[src/rtl/program_counter.sv]
// Architectural PC register for the fetch stage.
// Also provides the PC+INCR value and an alignment flag.
module program_counter #(
    parameter int               WIDTH       = 32,
    parameter logic [WIDTH-1:0] RESET_VALUE = '0,
    parameter int               INCR        = 4
) (
    input  logic             clk,
    input  logic             reset,
    input  logic [WIDTH-1:0] pc_in,
    output logic [WIDTH-1:0] pc_out,
    output logic [WIDTH-1:0] pc_plus4,
    output logic             misaligned
);

    logic [WIDTH-1:0] pc_d;
    logic [WIDTH-1:0] pc_q;

    always_comb begin
        pc_d = pc_in;
        if (reset) begin
            pc_d = RESET_VALUE;
        end
    end

    always_ff @(posedge clk) begin
        pc_q <= pc_d;
    end

    // Outputs depend only on pc_q, so feeding them back into pc_in is loop-free.
    assign pc_out     = pc_q;
    assign pc_plus4   = pc_q + WIDTH'(INCR);
    assign misaligned = |pc_q[1:0];

endmodule

[config.mk]
export PLATFORM = sky130hd
export DESIGN_NAME = program_counter
export DESIGN_NICKNAME = d
export VERILOG_FILES = /design/src/rtl/program_counter.sv
export SDC_FILE = /design/constraint.sdc
export NUM_CORES = 1
export LEC_CHECK = 0
export ABC_AREA = 1
export CAP_MARGIN = 20
export CORE_AREA = 2 2 71 73
export CTS_CLUSTER_DIAMETER = 120
export CTS_CLUSTER_SIZE = 40
export DETAILED_ROUTE_END_ITERATION = 8
export DIE_AREA = 0 0 73 75
export PLACE_DENSITY = 0.78
export SLEW_MARGIN = 30
export SYNTH_ARGS = -nofsm -noshare
export SYNTH_HDL_FRONTEND = slang
export SYNTH_SLANG_ARGS = --single-unit
[constraint.sdc]
create_clock -name clk -period 1.6 [get_ports clk]
set_input_delay 0.32 -clock clk [delete_from_list [all_inputs] [get_ports clk]]
set_output_delay 0.32 -clock clk [all_outputs]
set_load 0.02 [all_outputs]
# Word level (Yosys, flattened, before mapping)
# Index checks and enable logic that the tools add are counted.
dict set report op_classes {
  n_mul 0
  n_reduce_logical 1
  eq_ne 0
  shift 0
  div 0
  bitwise 0
  order_cmp 0
  n_mux 0
  add_sub_neg 1
}
# operator count
set op_table {}
lappend op_table {{$add A32 B3 Y32 const B} 1}
lappend op_table {{$reduce_or A2 Y1} 1}
dict set report word_totals {
  reg_bits 32
  ramBits 0
  n_memories 0
  mem_bits_ro 0
  latch_bits 0
  wordCells 3
  out_inout_bits 65
  inputBits 34
}

# Longest topological paths before layout
dict set report logic_depth {
  ltp_word 1
  ltp_mapped 8
  ltp_nobuf 8
}

# Worst setup path after synthesis
# OpenSTA, ideal clock, no wires.
dict set report synth_path {
  path_kind {register -> output}
  startpoint {reg pc_q[3] (netlist: pc_out[3])}
  endpoint {out pc_plus4[18]}
  required_time_ns 1.280
  path_buffers 0
  path_stages_with_launch 7
  arrival_time_ns 1.534
  path_slack_ns -0.254
  path_cell_list {dfxtp_1 -> ha_1 -> nand2_1 -> nor2_1 -> nand2_2 -> nor2_4 -> xor2_1}
}
dict set report synth_via {
  elab_chain_cells 1
}
# item line
set synth_rtl {}
lappend synth_rtl {{start: declaration} 17} ;# logic [WIDTH-1:0] pc_q;
lappend synth_rtl {{start signal: assignment} 27} ;# pc_q <= pc_d;
lappend synth_rtl {{$add A32 B3 Y32} 32} ;# assign pc_plus4 = pc_q + WIDTH'(INCR);
lappend synth_rtl {{end: declaration} 12} ;# output logic [WIDTH-1:0] pc_plus4,
# Every way passes these cells.

# Worst setup path in the final report
dict set report layout_path {
  startpoint {reg pc_q[2] (netlist: pc_out[2])}
  endpoint {out pc_plus4[18]}
}
# The elaborated chain is that of the path after synthesis.

==> summary.md <==
For this run, the total global-route usage over all layers was measured as 24.8%. Highest metal layer with signal wires: met4. The cell count after synthesis came out at 273.

The run finished, with violations left. The number of antenna violations at the first check in global routing was 0. Dividing total power by cell area gives a power density of 562 nW/µm². The number of buffers and inverters on the critical path is 2.

The tools report the final hold violation count as 0. Net switching component of the power: 602 µW. At the worst endpoint, the arrival time is 1610 ps. In the synthesized netlist, mux cells make up 0% of the area. The die is 73 µm wide. At the pin with the least slew margin, the transition time is 261 ps.

For this run, design rule violations remaining after detail routing come to 0. The smallest setup slack after layout is -328 ps, and the area fraction in and, or, nand and nor cells after synthesis is 43.4%. The estimated wirelength of the detail-placed design came out at 4710 µm.

The slowest stage of the critical path belongs to the cell dfxtp_4. The worst setup path is captured at an output port. The clock power share is 28.0%, and the routed via count divided by cell count is 4.58. On the critical path the largest part of the delay comes from simple AND/OR/NAND/NOR gates. The internal portion of the total power is 1.44 mW. The register with the most flip-flops in the layout has 32 of them. The number of nets in the synthesized netlist is 308. Total clock buffers created by CTS: 5. Wires add up to 6560 µm. Entering global routing, the biggest net connects 33 pins. STA classifies the critical path startpoint as a register. Setup violations remaining at the end of the flow were counted as 28.

Walking the worst path, the cells encountered are ha_4 -> nand2_4 -> nor2_4 -> nand2_4 -> nor2_4 -> buf_6 -> xor2_4 -> buf_6. The part of the power in combinational logic was 28.4%. The tools report the beginning of the worst hold path as pc_in[26]. The initialized floorplan defines 25 standard-cell rows. The run gives 467 as the net total in the final layout. The path with the worst hold slack has its endpoint at pc_out[26]$_SDFF_PP0_.

The worst path uses 120% of the clock period. Adding up every negative setup slack in the final design gives -6830 ps. Total iterations of the first detailed-routing run: 5.

On the final layout, the worst hold slack is 544 ps. Class of the most critical hold timing path: in2reg. The post-layout minimum cycle time is 1930 ps, and the placeable core region is 4660 µm². Area share of the largest cell type after synthesis: 36.7%. The antenna violation net count after detailed routing was 0; the first-pass GRT wire length was 10,400 µm. For the highest attainable clock frequency, the log shows 0.519 GHz. The synthesized netlist occupies a cell area of 1740 µm². For this configuration, the core starts out at a cell density of 37.4%. The part of the total power dissipated in sequential elements is 43.7%, and the cell area after layout is 3620 µm².

The deepest level of the CTS H-tree is 2, and the number of max-cap violations is 0. After the flow finishes, the layout carries non-filler instances totaling 486. The final-report max-slew violation count came out at 0. Routability-driven placement finished with a final weighted congestion of 0.859.

The height of the chip was 75 µm. The synthesized-area fraction occupied by adder cells came out at 0.717%. Port buffering added 98 buffers. Relative to the synthesized area, the layout overhead comes to 108%.

In this run the worst path has a maximum fanout of 4. The tools report the clock root buffer as clkbuf_8. The run gives 2,325 as the via count of the first global-routing pass. The tools report the worst endpoint required time as 1280 ps.

Once placement completed, the tool counted placed cells totaling 466. The checks that failed: negative setup slack. Cells with a size suffix above 1 make up 39.8% of the layout.

The via count was 2,227. The synthesis-stage register bit count works out to 32. Largest family of logic cells by synthesized area: simple AND/OR/NAND/NOR gates. The leading area contributor after synthesis is dfxtp_1.

TritonCTS built the clock tree. Sequential elements use 36.7% of the synthesized area. Setup repair after global routing could not meet its margin everywhere. The worst IR drop on VDD was 0.448 mV. Timing analysis after detailed placement gives a worst setup slack of -508 ps. After Yosys synthesis, XOR and XNOR cells account for 7.53% of the synthesized area. The initial detailed-routing violation count came out at 107. The headroom to the max-slew limit came out at 82.7%.

The clock transition time at the flip-flop clock pins of the worst setup and hold paths was 60 ps; the fraction of the mapped netlist area in compound gates was 0%. For this run, the slowest stage of the critical path takes 370 ps. The switching power as a share of total power is 29.5%. Ranked by total cell area, the synthesized netlist is headed by dfxtp_1, nand2_1, nor2_1. The cts-stage hold buffer count is 0, and the total met2 wirelength after detailed routing is 3520 µm. The critical path is of the reg2out type.

The number of warnings issued by yosys is 0, and the wire length on met1 is 2440 µm. The routed design uses 365 µm of met3 wire. Counting the fill cells in the layout gives 305. No sink is reached through more buffers than the 2 on the longest clock path. The static leakage power was 1.88 nW. In this run the count of I/O pins placed on the die edge is 99. Summing all placed instances gives a cell area of 3250 µm². The total global routing overflow came out at 0. The instance count along the most critical hold path was 3.

CTS saw 32 sinks. The average detailed-routed wire length per instance works out to 13.5 µm. The tools report the count of distinct cell types in the synthesized netlist as 17. For the number of diodes, the log shows 0. The mean area per synthesized cell was 6.39 µm².

The die covers 5480 µm².
==> how the worst max path moves through the flow <==
stage / start / end / depth (start not counted)
floorplan: pc_out[2]$_SDFF_PP0_ / pc_plus4[12] / 6
global placement: pc_out[15]$_SDFF_PP0_ / pc_plus4[22] / 7
detailed placement: pc_out[10]$_SDFF_PP0_ / pc_plus4[22] / 7
CTS: pc_out[3]$_SDFF_PP0_ / pc_plus4[22] / 9
global route: pc_out[2]$_SDFF_PP0_ / pc_plus4[18] / 8
finish: pc_out[2]$_SDFF_PP0_ / pc_plus4[18] / 8
==> metrics by stage <==
stage               total power, mW  utilization [%]
floorplan                      1.13                -
global placement               1.47             69.6
detailed placement             1.48             69.6
CTS                            2.03             75.0
global route                   2.13             77.8
finish                         2.04             77.8
==> synth_stat cells <==
master and n:
nand3_1 6, nand3b_1 8, nand2_2 2, xnor2_1 4
clkbuf_1 3, xor2_1 11, buf_4 2, nor2_1 62
nor2_2 4, or2_2 1, nand2_4 1, dfxtp_1 32
nor2_4 5, nand2_1 81, inv_1 47, ha_1 1
and2_1 3
==> per-layer routing <==
metal  vias up  GRT usage (%)
li1       1099              -
met1      1011           27.5
met2        94           45.2
met3        23           4.95
met4         0           12.1
met5         -              0
==> final cells by class <==
type,instances,area [µm²],area share (%)
inverters,47,176,4.87
well taps,54,67.6,1.86
multi-input cells,189,1170,32.4
clock inverters,1,5.00,0.138
flip-flops and latches,32,677,18.7
clock buffers,6,72.6,2.00
repair buffers,157,1450,40.0
==> cells in the final DEF (no fill, tap or decap) <==
| cell type | Yosys | final |
|---|---|---|
| xnor2_2 | 0 | 4 |
| nor2_1 | 62 | 46 |
| nand3b_1 | 8 | 8 |
| xor2_1 | 11 | 3 |
| clkdlybuf4s50_1 | 0 | 35 |
| clkbuf_8 | 0 | 5 |
| nand2_2 | 2 | 15 |
| clkinv_2 | 0 | 1 |
| and2_4 | 0 | 1 |
| and2_1 | 3 | 2 |
| buf_6 | 0 | 24 |
| nor2_4 | 5 | 12 |
| nor2_2 | 4 | 13 |
| nand2_1 | 81 | 66 |
| xor2_2 | 0 | 5 |
| inv_1 | 47 | 46 |
| ha_4 | 0 | 1 |
| nand2_4 | 1 | 3 |
| or2_2 | 1 | 1 |
| dfxtp_2 | 0 | 14 |
| buf_4 | 2 | 58 |
| inv_2 | 0 | 1 |
| dlygate4sd2_1 | 0 | 30 |
| dlymetal6s2s_1 | 0 | 5 |
| dfxtp_4 | 0 | 5 |
| buf_12 | 0 | 3 |
| dfxtp_1 | 32 | 13 |
| clkbuf_1 | 3 | 1 |
| xor2_4 | 0 | 3 |
| nand3_4 | 0 | 1 |
| buf_2 | 0 | 2 |
| nand3_1 | 6 | 5 |
==> logic make-up after synthesis <==
group	after synthesis
xor+xnor	15
flops	32
simple gates	173
fa+ha+maj	1
buf+inv	52
==> power by group through the flow <==
stage | clock, mW | sequential [mW] | combinational, mW
after global routing | 0.622 | 0.894 | 0.618
final | 0.570 | 0.890 | 0.578
after CTS | 0.579 | 0.886 | 0.565
after floorplan | 0 | 0.960 | 0.166
after global placement | 0 | 0.901 | 0.570
after detailed placement | 0 | 0.904 | 0.580
==> worst min-delay path, stage by stage <==
cell and delay [ps]:
clkdlybuf4s50_1 390, inv_1 50, nor2_1 30
==> repair_timing <==
action,4_1_cts,5_1_grt
resized for setup,226,34
gates cloned,0,0
pin swaps,28,21
setup buffers,10,4
endpoints found under the setup margin,57,33
Note: power is estimated with default switching activity, not from simulation.
